### src/rtl/chip8_keypad_scanner.sv
// chip8_keypad_scanner: parametrised active-low matrix keypad scanner.
//
// Each column is driven low in turn. After a settle window the active-low
// rows are sampled into a raw key map. Once per full scan every key is
// debounced against its stable value. Debounced edges are queued in a pending
// mask and drained one at a time through a valid/ready event slot.
//
// Optional build macro: CHIP8_KEYPAD_SYNC_EN
//   defined   - row_vals passes through a two-flop synchronizer (reset to all
//               ones), and the settle window grows by two cycles so that
//               SAMPLE sees synchronized data for the driven column.
//   undefined - row_vals is sampled directly.
//
// Scan FSM states:
//   state    | meaning
//   S_DRIVE  | register the active-low drive for column col_idx_q
//   S_WAIT   | settle window, down-counter wait_cnt_q to terminal count 0
//   S_SAMPLE | capture rows into raw bits of column col_idx_q, advance column
module chip8_keypad_scanner #(
  parameter int NUM_ROWS       = 4,
  parameter int NUM_COLS       = 4,
  parameter int SETTLE_CYCLES  = 2,
  parameter int DEBOUNCE_SCANS = 3
) (
  input  logic                         clk_in,
  input  logic                         rst_in,
  input  logic [NUM_ROWS-1:0]          row_vals,
  output logic [NUM_COLS-1:0]          col_vals,
  output logic [NUM_ROWS*NUM_COLS-1:0] key_pressed_out,
  output logic                         scan_done_out,
  output logic                         event_valid_out,
  input  logic                         event_ready_in,
  output logic [((NUM_ROWS*NUM_COLS) > 1 ? $clog2(NUM_ROWS*NUM_COLS) : 1)-1:0] event_key_out,
  output logic                         event_press_out
);

  localparam int NUM_KEYS = NUM_ROWS * NUM_COLS;
  localparam int KEY_W    = (NUM_KEYS > 1) ? $clog2(NUM_KEYS) : 1;
  localparam int COL_W    = (NUM_COLS > 1) ? $clog2(NUM_COLS) : 1;
`ifdef CHIP8_KEYPAD_SYNC_EN
  localparam int SYNC_LAT = 2;
`else
  localparam int SYNC_LAT = 0;
`endif
  localparam int WAIT_LEN = SETTLE_CYCLES + SYNC_LAT;
  localparam int WAIT_W   = (WAIT_LEN > 1) ? $clog2(WAIT_LEN) : 1;
  localparam int DB_W     = $clog2(DEBOUNCE_SCANS + 1);

  localparam logic [COL_W-1:0]  LAST_COL  = COL_W'(NUM_COLS - 1);
  localparam logic [WAIT_W-1:0] WAIT_INIT = WAIT_W'((WAIT_LEN > 0) ? (WAIT_LEN - 1) : 0);
  localparam logic [DB_W-1:0]   DB_LAST   = DB_W'(DEBOUNCE_SCANS - 1);

  typedef enum logic [1:0] {
    S_DRIVE  = 2'd0,
    S_WAIT   = 2'd1,
    S_SAMPLE = 2'd2
  } state_t;

  state_t                state_q, state_d;
  logic [COL_W-1:0]      col_idx_q, col_idx_d;
  logic [WAIT_W-1:0]     wait_cnt_q, wait_cnt_d;
  logic [NUM_COLS-1:0]   col_vals_q, col_vals_d;
  logic [NUM_KEYS-1:0]   raw_q, raw_d;
  logic                  scan_last;
  logic                  scan_done_q;

  logic [NUM_KEYS-1:0]   stable_q, stable_d;
  logic [DB_W-1:0]       cnt_q [NUM_KEYS];
  logic [DB_W-1:0]       cnt_d [NUM_KEYS];
  logic [NUM_KEYS-1:0]   change;

  logic [NUM_KEYS-1:0]   pending_q, pending_d;
  logic [NUM_KEYS-1:0]   pick_oh;
  logic [NUM_KEYS-1:0]   load_oh;
  logic [KEY_W-1:0]      pick_idx;
  logic                  pick_found;
  logic                  slot_free;
  logic                  ev_valid_q, ev_valid_d;
  logic [KEY_W-1:0]      ev_key_q, ev_key_d;
  logic                  ev_press_q, ev_press_d;

  logic [NUM_ROWS-1:0]   row_smp;

`ifdef CHIP8_KEYPAD_SYNC_EN
  logic [NUM_ROWS-1:0]   row_meta_q;
  logic [NUM_ROWS-1:0]   row_sync_q;

  // Two-flop synchronizer; idle level (all ones) means no key pressed.
  always_ff @(posedge clk_in) begin
    if (rst_in) begin
      row_meta_q <= '1;
      row_sync_q <= '1;
    end else begin
      row_meta_q <= row_vals;
      row_sync_q <= row_meta_q;
    end
  end

  assign row_smp = row_sync_q;
`else
  assign row_smp = row_vals;
`endif

  // Scan FSM, column drive, raw map and scan-end pulse registers.
  always_ff @(posedge clk_in) begin
    if (rst_in) begin
      state_q     <= S_DRIVE;
      col_idx_q   <= '0;
      wait_cnt_q  <= '0;
      col_vals_q  <= '1;
      raw_q       <= '0;
      scan_done_q <= 1'b0;
    end else begin
      state_q     <= state_d;
      col_idx_q   <= col_idx_d;
      wait_cnt_q  <= wait_cnt_d;
      col_vals_q  <= col_vals_d;
      raw_q       <= raw_d;
      scan_done_q <= scan_last;
    end
  end

  // Scan FSM next state: drive, settle, sample, then move to the next column.
  always_comb begin
    state_d    = state_q;
    col_idx_d  = col_idx_q;
    wait_cnt_d = wait_cnt_q;
    col_vals_d = col_vals_q;
    raw_d      = raw_q;
    scan_last  = 1'b0;
    case (state_q)
      S_DRIVE: begin
        for (int c = 0; c < NUM_COLS; c++) begin
          col_vals_d[c] = (COL_W'(c) != col_idx_q);
        end
        wait_cnt_d = WAIT_INIT;
        state_d    = (WAIT_LEN == 0) ? S_SAMPLE : S_WAIT;
      end
      S_WAIT: begin
        if (wait_cnt_q == '0) begin
          state_d = S_SAMPLE;
        end else begin
          wait_cnt_d = wait_cnt_q - WAIT_W'(1);
        end
      end
      S_SAMPLE: begin
        for (int r = 0; r < NUM_ROWS; r++) begin
          for (int c = 0; c < NUM_COLS; c++) begin
            if (COL_W'(c) == col_idx_q) begin
              raw_d[r*NUM_COLS + c] = ~row_smp[r];
            end
          end
        end
        state_d = S_DRIVE;
        if (col_idx_q == LAST_COL) begin
          col_idx_d = '0;
          scan_last = 1'b1;
        end else begin
          col_idx_d = col_idx_q + COL_W'(1);
        end
      end
      default: begin
        state_d = S_DRIVE;
      end
    endcase
  end

  // Whole-scan debounce: a key flips after DEBOUNCE_SCANS disagreeing scans in a row.
  always_comb begin
    stable_d = stable_q;
    change   = '0;
    for (int k = 0; k < NUM_KEYS; k++) begin
      cnt_d[k] = cnt_q[k];
    end
    if (scan_last) begin
      for (int k = 0; k < NUM_KEYS; k++) begin
        if (raw_d[k] == stable_q[k]) begin
          cnt_d[k] = '0;
        end else if (cnt_q[k] == DB_LAST) begin
          stable_d[k] = ~stable_q[k];
          cnt_d[k]    = '0;
          change[k]   = 1'b1;
        end else begin
          cnt_d[k] = cnt_q[k] + DB_W'(1);
        end
      end
    end
  end

  // Debounced map and per-key disagreement counters.
  always_ff @(posedge clk_in) begin
    if (rst_in) begin
      stable_q <= '0;
      for (int k = 0; k < NUM_KEYS; k++) begin
        cnt_q[k] <= '0;
      end
    end else begin
      stable_q <= stable_d;
      for (int k = 0; k < NUM_KEYS; k++) begin
        cnt_q[k] <= cnt_d[k];
      end
    end
  end

  // Lowest-index pending key; descending loop so the lowest set bit wins.
  always_comb begin
    pick_found = 1'b0;
    pick_idx   = '0;
    pick_oh    = '0;
    for (int k = NUM_KEYS - 1; k >= 0; k--) begin
      if (pending_q[k]) begin
        pick_found = 1'b1;
        pick_idx   = KEY_W'(k);
        pick_oh    = '0;
        pick_oh[k] = 1'b1;
      end
    end
  end

  // Event slot refill and pending-mask bookkeeping.
  always_comb begin
    slot_free  = !ev_valid_q || event_ready_in;
    ev_valid_d = ev_valid_q;
    ev_key_d   = ev_key_q;
    ev_press_d = ev_press_q;
    load_oh    = '0;
    if (slot_free) begin
      ev_valid_d = pick_found;
      if (pick_found) begin
        load_oh    = pick_oh;
        ev_key_d   = pick_idx;
        // Post-update stable value, so a same-cycle flip is reported correctly.
        ev_press_d = |(stable_d & pick_oh);
      end
    end
    // A second flip before emission cancels the first; a flip of the key
    // sitting in the slot re-arms its pending bit.
    pending_d = pending_q ^ change ^ load_oh;
  end

  // Event slot and pending mask registers.
  always_ff @(posedge clk_in) begin
    if (rst_in) begin
      pending_q  <= '0;
      ev_valid_q <= 1'b0;
      ev_key_q   <= '0;
      ev_press_q <= 1'b0;
    end else begin
      pending_q  <= pending_d;
      ev_valid_q <= ev_valid_d;
      ev_key_q   <= ev_key_d;
      ev_press_q <= ev_press_d;
    end
  end

  assign col_vals        = col_vals_q;
  assign key_pressed_out = stable_q;
  assign scan_done_out   = scan_done_q;
  assign event_valid_out = ev_valid_q;
  assign event_key_out   = ev_key_q;
  assign event_press_out = ev_press_q;

endmodule

### config.mk
export PLATFORM = sky130hd
export DESIGN_NAME = chip8_keypad_scanner
export DESIGN_NICKNAME = d
export VERILOG_FILES = /design/src/rtl/chip8_keypad_scanner.sv
export SDC_FILE = /design/constraint.sdc
export NUM_CORES = 1
export LEC_CHECK = 0
export CORE_ASPECT_RATIO = 0.7
export CORE_MARGIN = 2
export CORE_UTILIZATION = 40
export CTS_CLUSTER_DIAMETER = 60
export CTS_CLUSTER_SIZE = 16
export DETAILED_ROUTE_END_ITERATION = 8
export PLACE_DENSITY = 0.65
export SLEW_MARGIN = 25
export SYNTH_ARGS = -nofsm -noshare
export SYNTH_HDL_FRONTEND = slang
export SYNTH_SLANG_ARGS = --single-unit
### constraint.sdc
create_clock -name clk_in -period 6.2 [get_ports clk_in]
set_input_delay 0.62 -clock clk_in [delete_from_list [all_inputs] [get_ports clk_in]]
set_output_delay 0.62 -clock clk_in [all_outputs]
set_load 0.01 [all_outputs]
==> impl_results.md <==
* Outcome: complete, no violations
* Mean Syn Cell Area at 8.62 µm²
* Worst slew pin tran at 0.877 ns
* Die ar. at 12,100 µm²
* DR vias at 3,505
* Initial antenna violation count at 0
* Clk_lat worst skew at 0.34 ns
* EDFF count, synth at 0
* Layout fillers at 1,058
* Initial core utilization at 40.9%
* Post-DP HPWL at 7100 µm
* Die Y at 92.6 µm
* # hold bufs at CTS at 0
* Final core utilization at 46.6%
* CP required at 6.45 ns
* Clk sinks at 92
* Max-Cap Viols at 0
* Setup_tns at 0 ns
* P_leak at 1.76 nW
* RSZ-0062 raised after global routing: false
* Inserted Clock Buffers at 9
* Synth cell types at 58
* Post-synth ARST share at 0%
* Io pins at 34
* GRT Total Usage at 17.5%
* Global-route wire length before repair at 16,500 µm
* Share of cells above drive strength 1 at 8.69%
* Drt total wl at 9940 µm
* Clock transition at path regs at 0.06 ns
* Cts repair resizes at 0
* CORE AREA at 11,000 µm²
* DRT Pass-1 Iters at 5
* Synthesized cell area at 4480 µm²
* Clock buffer depth at 2
* Nets at 548
* Crit-path max FO at 75
* CP Launch Type: register
* Max Clock Freq at 350 MHz
* Post-route ant nets at 0
* Die W at 131 µm
* Maximum vdd drop at 145 µV
* # port buffers at 33
* Final period util at 46.0%
* DR WL/cell at 14.3 µm
* Slew Limit Headroom at 41.6%
* Final RePlAce weighted congestion at 0.861
* Power density over cell area at 226 nW/µm²
* Remaining DRCs at 0
* Ant. Diodes at 0
* Yosys reg bits at 92
* Crit path kind: register to register
* Post-route insts no fill at 694
* Vias in the first global route at 3,282
* Critical Path AT at 3.10 ns
* Final setup viols at 0
* CTS H-tree depth at 3
* Cells after synthesis at 520
* Number of placement rows at 32
* DR iter-0 viols at 235
* GR Overflow Total at 0
* Root Driver: clkbuf_16
* Area growth syn-to-layout at 14.1%
* Largest net degree at the start of global routing at 76
* Placed cell count at 679
* Synthesis Warnings at 0
* Total setup buffers inserted after CTS at 0
* Tmin final at 2.85 ns
* HP Class: register to register
* Seq/Total Area, Yosys at 41.1%
* Final clock skew at 0.00441 ns
* Final Hold Vio Count at 0
* Synth Flop Type: dfxtp_1
* Vias per std cell at 5.05
* Syn_nets at 531
* Final Max Slew Viols at 0
* CTS tree: done
* CP Capture Type: register
-- cells by family (layout without fill, tap and decap cells) --
kind of cell,count (synthesis),after routing,share of synthesized area [%]
adders and majority gates,4,4,1.12
muxes,27,27,6.28
DFF,92,92,41.1
and+or+nand+nor,230,230,27.2
xor gates and xnor gates,32,32,6.25
buffers and inverters,49,70,5.36
AOI/OAI and AO/OA,86,86,12.7
-- routing by layer --
layer	up-vias	wire length [µm]	part of all wire, %	track usage (%)
met1	1633	5120	52	25.6
li1	1797	-	-	-
met5	-	0	0	0
met3	5	589	5.9	5.26
met4	0	53	0.53	3.90
met2	70	4170	42	25.1
-- power breakdown --
group          leakage, nW  switching [mW]  total, mW  internal (mW)
Combinational        0.887          0.0289     0.0504         0.0214
Clock                0.135           0.211      0.501          0.290
Sequential           0.743         0.00522      0.603          0.597
Total                 1.76           0.245       1.15          0.909
-- path summary, 6_finish.rpt --
kind / start / endpoint / slack, ns / depth (start not counted)
max: col_idx_q[0] / event_press_out / 3.35 / 8
min: wait_cnt_q / wait_cnt_q / 0.46 / 2
max reg2reg: col_idx_q[0] / event_press_out / 3.35 / 8
min reg2reg: wait_cnt_q / wait_cnt_q / 0.46 / 2
-- cells in the mapped netlist (all sizes together) (5+ instances only) --
| cell type | number | area (µm²) |
|---|---|---|
| dfxtp | 92 | 1840 |
| nor2b | 18 | 113 |
| nand2 | 42 | 158 |
| nor3 | 26 | 150 |
| nand3b | 6 | 77.6 |
| or4 | 9 | 67.6 |
| nand2b | 10 | 62.6 |
| o31ai | 5 | 37.5 |
| mux2 | 6 | 71.3 |
| mux2i | 21 | 210 |
| nor3b | 6 | 50.1 |
| xor2 | 11 | 96.3 |
| a21oi | 27 | 139 |
| buf | 14 | 109 |
| nor4 | 5 | 76.3 |
| a22oi | 12 | 90.1 |
| o21ai | 21 | 124 |
| xnor2 | 21 | 184 |
| a211o | 5 | 43.8 |
| nor2 | 94 | 353 |
| clkbuf | 14 | 52.6 |
| inv | 21 | 78.8 |
-- registers in the layout, indices dropped and copies added (netlist names) --
register and flops:
event_key_out 4, key_pressed_out 16, event_press_out 1, cnt_q 32, wait_cnt_q 1, pending_q 16
event_valid_out 1, col_idx_q 2, state_q 2, col_vals 4, scan_done_out 1, raw_q 12
-- cell usage in the layout (no fill, tap or decap), types with 3 or more instances in the layout --
cell type and instances:
mux2i_1 21, and2_1 3, nor2_1 94, a21oi_1 26, nor3b_1 5, xnor2_1 21
inv_1 20, ha_1 4, nor2b_1 18, dfxtp_1 92, o31ai_1 5, o22ai_1 4
nand2b_1 10, a22oi_1 12, nor4_4 3, clkdlybuf4s50_1 32, nor3_2 4, o21ai_0 12
clkbuf_16 9, a211o_1 5, o21ai_2 5, nor3_1 22, xor2_1 11, nand2_1 42
o21ai_1 4, or4_1 9, mux2_2 5
-- metrics by stage --
stage / setup WS [ns] / area [µm²] / total power, mW / hold slack [ns]
2_1_floorplan: 4.19 / 4480 / 0.650 / 0.437
3_3_place_gp: 3.45 / 4850 / 0.665 / 0.444
3_5_place_dp: 3.36 / 4850 / 0.666 / 0.451
4_1_cts: 3.35 / 5120 / 1.17 / 0.461
5_1_grt: 3.10 / 5120 / 1.20 / 0.484
6_report: 3.35 / 5120 / 1.15 / 0.458
-- worst max-delay path: stages, from the launching register on --
cell	delay, ns
dfxtp_1	0.38
ha_1	0.28
nand3b_4	0.60
nor3b_1	0.47
mux2_2	0.40
inv_2	0.06
a221oi_2	0.05
a211o_1	0.29
a311oi_2	0.22
-- cell type report --
type	count	area, µm²	share of cell area (%)
clock buffers	13	260	5.09
clock inverters	2	10.0	0.196
inverters	21	78.8	1.54
multi-input cells	379	2400	46.9
flip-flops and latches	92	1840	36.0
well taps	153	191	3.74
repair buffers	34	333	6.51
(Power assumes the default switching activity.)
